===== src/rtl/mdivider_prog_pkg.sv =====
// mdivider_prog_pkg: shared definitions for the programmable pulse divider.
//   - Timing constants in system-clock cycles (12 MHz iceStick clock).
//   - FSM state type, also exported on the divider's debug port.
package mdivider_prog_pkg;

    localparam int unsigned CLK_HZ  = 12_000_000;
    localparam int unsigned T_1MS   = 12_000;
    localparam int unsigned T_10MS  = 120_000;
    localparam int unsigned T_100MS = 1_200_000;

    // Encoding is fixed: IDLE=0, RUN=1, DONE=2.
    typedef enum logic [1:0] {
        ST_IDLE = 2'd0,
        ST_RUN  = 2'd1,
        ST_DONE = 2'd2
    } state_t;

endpackage


===== src/rtl/mdivider_prog.sv =====
// mdivider_prog: runtime-programmable pulse divider.
// Counts clk cycles modulo a loadable period and emits a registered pulse
// train with a parametrised high time, periodic or one-shot.
//
// Ports:
//   clk        in   system clock
//   rstn       in   asynchronous active-low reset
//   en         in   level: 1 = run, 0 = stop, clear counter and outputs
//   oneshot    in   sampled when leaving IDLE: 1 = single period then DONE
//   load       in   1-cycle strobe, captures period_in
//   period_in  in   new period in clk cycles (values < 2 are stored as 2)
//   clk_out    out  registered pulse output
//   wrap       out  registered strobe, high in the last cycle of each period
//   done       out  high while in DONE
//   pulses     out  completed periods since leaving IDLE, modulo 2^CW
//   state_dbg  out  current FSM state
//
// Control semantics: en is a level and load a single-cycle strobe; there is
// no back-pressure. Both are sampled on every rising clk edge and both take
// effect when asserted in the same cycle. A load outside RUN updates the
// active period at once; a load in RUN updates only the shadow period,
// which becomes active at the next wrap (a load in the wrap cycle itself is
// bypassed straight into that wrap), so running periods are never cut short.
module mdivider_prog
    import mdivider_prog_pkg::*;
#(
    parameter int unsigned WIDTH     = 24,
    parameter int unsigned M_DEFAULT = T_100MS,
    parameter int unsigned PW        = 1,
    parameter int unsigned CW        = 16
) (
    input  logic             clk,
    input  logic             rstn,
    input  logic             en,
    input  logic             oneshot,
    input  logic             load,
    input  logic [WIDTH-1:0] period_in,
    output logic             clk_out,
    output logic             wrap,
    output logic             done,
    output logic [CW-1:0]    pulses,
    output state_t           state_dbg
);

    localparam logic [WIDTH-1:0] PW_W    = WIDTH'(PW);
    localparam logic [WIDTH-1:0] PER_RST = WIDTH'(M_DEFAULT);
    localparam logic [WIDTH-1:0] PER_MIN = WIDTH'(2);

    state_t           state_q;
    logic [WIDTH-1:0] cnt_q;
    logic [WIDTH-1:0] per_act_q;
    logic [WIDTH-1:0] per_shd_q;
    logic             mode_q;
    logic             clk_out_q;
    logic             wrap_q;
    logic             done_q;
    logic [CW-1:0]    pulses_q;

    logic [WIDTH-1:0] last_d;
    logic [WIDTH-1:0] pw_eff_d;
    logic [WIDTH-1:0] cnt_d;
    logic [WIDTH-1:0] per_in_d;
    logic [WIDTH-1:0] per_next_d;
    logic             at_last_d;
    logic             wrap_d;

    always_comb begin
        last_d     = per_act_q - WIDTH'(1);
        // High time is capped so every period keeps at least one low cycle.
        pw_eff_d   = (PW_W < last_d) ? PW_W : last_d;
        at_last_d  = (cnt_q == last_d);
        cnt_d      = at_last_d ? '0 : cnt_q + WIDTH'(1);
        wrap_d     = (cnt_d == last_d);
        per_in_d   = (period_in < PER_MIN) ? PER_MIN : period_in;
        // Period that becomes active at a wrap: a load in the same cycle wins.
        per_next_d = load ? per_in_d : per_shd_q;
    end

    always_ff @(posedge clk or negedge rstn) begin
        if (!rstn) begin
            state_q   <= ST_IDLE;
            cnt_q     <= '0;
            per_act_q <= PER_RST;
            per_shd_q <= PER_RST;
            mode_q    <= 1'b0;
            clk_out_q <= 1'b0;
            wrap_q    <= 1'b0;
            done_q    <= 1'b0;
            pulses_q  <= '0;
        end else begin
            if (load) begin
                per_shd_q <= per_in_d;
                if (state_q != ST_RUN) begin
                    per_act_q <= per_in_d;
                end
            end

            if (!en) begin
                state_q   <= ST_IDLE;
                cnt_q     <= '0;
                clk_out_q <= 1'b0;
                wrap_q    <= 1'b0;
                done_q    <= 1'b0;
                pulses_q  <= '0;
            end else begin
                case (state_q)
                    ST_IDLE: begin
                        // First pulse starts on the same edge that leaves IDLE.
                        state_q   <= ST_RUN;
                        cnt_q     <= '0;
                        clk_out_q <= 1'b1;
                        wrap_q    <= 1'b0;
                        done_q    <= 1'b0;
                        mode_q    <= oneshot;
                    end
                    ST_RUN: begin
                        cnt_q <= cnt_d;
                        if (at_last_d) begin
                            per_act_q <= per_next_d;
                            pulses_q  <= pulses_q + CW'(1);
                        end
                        if (mode_q && wrap_d) begin
                            // One-shot ends in its wrap cycle: the strobe and
                            // done are raised together and the period counts.
                            state_q   <= ST_DONE;
                            cnt_q     <= '0;
                            per_act_q <= per_next_d;
                            pulses_q  <= pulses_q + CW'(1);
                            clk_out_q <= 1'b0;
                            wrap_q    <= 1'b1;
                            done_q    <= 1'b1;
                        end else begin
                            clk_out_q <= (cnt_d < pw_eff_d);
                            wrap_q    <= wrap_d;
                        end
                    end
                    ST_DONE: begin
                        cnt_q     <= '0;
                        clk_out_q <= 1'b0;
                        wrap_q    <= 1'b0;
                        done_q    <= 1'b1;
                    end
                    default: begin
                        state_q   <= ST_IDLE;
                        cnt_q     <= '0;
                        clk_out_q <= 1'b0;
                        wrap_q    <= 1'b0;
                        done_q    <= 1'b0;
                    end
                endcase
            end
        end
    end

    assign clk_out   = clk_out_q;
    assign wrap      = wrap_q;
    assign done      = done_q;
    assign pulses    = pulses_q;
    assign state_dbg = state_q;

endmodule


===== config.mk =====
export PLATFORM = sky130hd
export DESIGN_NAME = mdivider_prog
export DESIGN_NICKNAME = d
export VERILOG_FILES = /design/src/rtl/mdivider_prog_pkg.sv /design/src/rtl/mdivider_prog.sv
export SDC_FILE = /design/constraint.sdc
export NUM_CORES = 1
export LEC_CHECK = 0
export CAP_MARGIN = 20
export CORE_ASPECT_RATIO = 0.5
export CORE_UTILIZATION = 55
export CTS_CLUSTER_DIAMETER = 120
export DETAILED_ROUTE_END_ITERATION = 8
export PLACE_DENSITY = 0.82
export SLEW_MARGIN = 25
export SYNTH_ARGS = -nofsm -noshare
export SYNTH_HDL_FRONTEND = slang
export SYNTH_SLANG_ARGS = --single-unit

===== constraint.sdc =====
create_clock -name clk -period 5.2 [get_ports clk]
set_input_delay 1.04 -clock clk [delete_from_list [all_inputs] [get_ports clk]]
set_output_delay 1.04 -clock clk [all_outputs]
set_load 0.02 [all_outputs]

==> results.json <==
{
  "totalWireLength_mm": 22.5,
  "yosysSeqAreaShare_pct": 32.1,
  "coreArea_um2": 12900,
  "grt_max_degree": 59,
  "cts_root_buffer": "clkbuf_16",
  "drive_above_1_share_pct": 17.1,
  "drv_cap": 0,
  "fmaxAchievable_mhz": 198,
  "seqCellArea_um2": 2370,
  "end_kind": "register",
  "dr.pass1.iters": 5,
  "rows": 29,
  "finalSetupViolations": 0,
  "critPathLaunchType": "register",
  "antennaDiodeCount": 0,
  "synth_seq_cells": 94,
  "io_pins": 50,
  "peakVddDrop_uv": 207,
  "ys_warn_count": 0,
  "crit_type": "reg2reg",
  "hpwlAfterDp_mm": 17.0,
  "die_w_um": 166,
  "power_density_nw_per_um2": 309,
  "fin_skew_ns": 0.0115,
  "p_total_mw": 2.71,
  "final_util_pct": 67.9,
  "finalCriticalPeriod_ns": 5.06,
  "postCtsHoldBufs": 0,
  "arrival_ns": 5.34,
  "fin_tns_setup_ns": 0,
  "syn_area_um2": 7390,
  "drc_errors": 0,
  "clkTransAtPathRegs_ns": 0.07,
  "outcome": "finished clean",
  "dieArea_um2": 13900,
  "period_share_pct": 97.3,
  "max-slew-margin-rel_pct": 51.4,
  "avgSynthCellArea_um2": 8.95,
  "critPathMaxFanout": 13,
  "antenna_found_initial": 0,
  "placed_cell_area_um2": 8350,
  "cp.required_ns": 5.47,
  "initialDrtViolationCount": 716,
  "cts_tree": "done",
  "grt_pass1_vias": 6695,
  "yosysUniqueCellTypes": 75,
  "hold_path_class": "reg2reg",
  "post-place-ws_ns": -0.00676,
  "synth_edf_count": 0,
  "grt-ovfl-total": 0,
  "drt.antenna.violating_nets": 0,
  "syn_inst": 826,
  "nFillCells": 972,
  "ys_async_sr_fraction_pct": 100,
  "hold_viol": 0,
  "final_nets": 963,
  "portBuffers": 49,
  "vias": 6946,
  "htree_levels": 3,
  "finalMaxSlewViolations": 0,
  "p_leak_nw": 3.56,
  "via_per_inst": 6.43,
  "synth_ff_type": "dfrtp_1",
  "insertion_delay_ns": 0.36,
  "grtUsageTotal_pct": 33.4,
  "grt_pass1_wl_mm": 35.9,
  "syn_to_final_growth_pct": 18.4,
  "cts_made_buffers": 9,
  "ctsLongestPathBuffers": 2,
  "setup_slack_ns": 0.139,
  "wire_per_inst_um": 20.8,
  "initial_core_util_pct": 57.4,
  "tightest_slew_ns": 0.730,
  "clock_sinks": 94,
  "gp_congestion": 0.942,
  "die_height_um": 84.0,
  "multiInputGateArea_um2": 4840,
  "finish.instance_area_um2": 8750
}
[power by group]
part	leakage, nW	switching, mW	internal [mW]	total, mW
Combinational	2.21	0.563	0.428	0.990
Sequential	1.18	0.103	0.829	0.932
Clock	0.168	0.310	0.475	0.785
[worst max-delay path: stages (launching register included)]
cell and delay, ns:
dfstp_2 0.45, or4_4 0.63, nor4_2 0.39, nor3b_4 0.29, xnor3_1 0.26, or4b_4 0.59, or4_4 0.49, a21oi_1 0.16
o22ai_1 0.17, nor4_4 0.30, buf_4 0.18, a41oi_1 0.11, buf_4 0.20, or4_1 0.54, a21oi_1 0.19
[repair_timing]
action                                  CTS  global route
endpoints found under the setup margin    6            35
pin swaps                                 1             2
buffers inserted                          0             1
cloned                                    0             0
gates resized for setup                   2             7
[placed cells by master, fill, tap and decap left out, drive strengths merged, types with 8 or more instances in the layout]
cell type and n:
a21o 9, a21oi 28, and3 10, buf 54, clkbuf 10, clkdlybuf4s50 48, conb 22, dfrtp 78
dfstp 16, ha 29, inv 24, mux2 69, mux2i 8, nand2 53, nand3 28, nand4 26
nor2 92, nor2b 10, nor3 22, nor4 34, o21ai 22, o31ai 14, or3 10, or4 15
xnor2 45, xor2 22
[synthesized netlist by cell type (all sizes together) (5+ instances only)]
master,number,area (µm²)
ha,29,363
o21ai,22,110
dfrtp,78,1950
mux2,69,777
nor2b,10,62.6
a21o,9,67.6
a21oi,28,140
mux2i,8,80.1
nand4,26,163
nor4b,5,56.3
clkbuf,38,143
o31ai,14,105
buf,17,85.1
nand2,53,199
and2,7,43.8
nand3,28,140
xor2,22,193
nor4,34,234
a211o,5,43.8
a31oi,5,31.3
or3,10,62.6
and3,10,62.6
or2,7,43.8
o21a,6,45.0
or4,15,116
nor2,92,353
xnor2,45,394
nor3b,6,50.1
nor3,22,110
inv,22,82.6
dfstp,16,420
[registers in the layout, summed over array words and instances (netlist names)]
name / count
clk_out: 1
cnt_q: 24
done: 1
mode_q: 1
per_act_q: 24
per_shd_q: 24
pulses: 16
state_dbg: 2
wrap: 1
[through the flow]
stage | cells | hold slack [ns]
6_report | 1080 | 0.504
5_1_grt | 1080 | 0.518
4_1_cts | 1079 | 0.505
3_5_place_dp | 1063 | 0.489
3_3_place_gp | 1063 | 0.478
2_1_floorplan | 847 | 0.469
[final timing paths]
| check | from | end | slack (ns) | cells after the start |
|---|---|---|---|---|
| max in group asynchronous | rstn | per_shd_q[20] | 3.47 | 2 |
| worst max register to register | per_act_q[7] | pulses[7] | 0.14 | 14 |
| worst min register to register | per_shd_q[15] | per_shd_q[15] | 0.50 | 1 |
| worst min-delay path | per_shd_q[15] | per_shd_q[15] | 0.50 | 1 |
| worst max-delay path | per_act_q[7] | pulses[7] | 0.14 | 14 |
| min in group asynchronous | rstn | per_shd_q[19] | 0.73 | 1 |
[layer usage]
metal	global-route usage [%]	share of wire, %
met5	0	0
met4	10.5	2.1
met3	8.06	11
met2	49.6	43
met1	47.6	44
[logic make-up after synthesis]
group / count (synthesis) / share of synthesized area (%)
simple gates: 340 / 24.7
compound gates: 136 / 13.0
flops: 94 / 32.1
mux: 77 / 11.6
buf+inv: 77 / 4.20
xor+xnor: 72 / 9.48
fa+ha+maj: 29 / 4.91
other cells: 1 / 0.0507
[layout make-up]
cell class	instances	share of cell area (%)
inverter	22	0.944
clock buffer	10	2.62
sequential	94	27.1
clock inverter	6	1.33
timing repair buffer	102	10.3
multi-input combinational	676	55.3
tap	170	2.43
(Power assumes the default switching activity.)
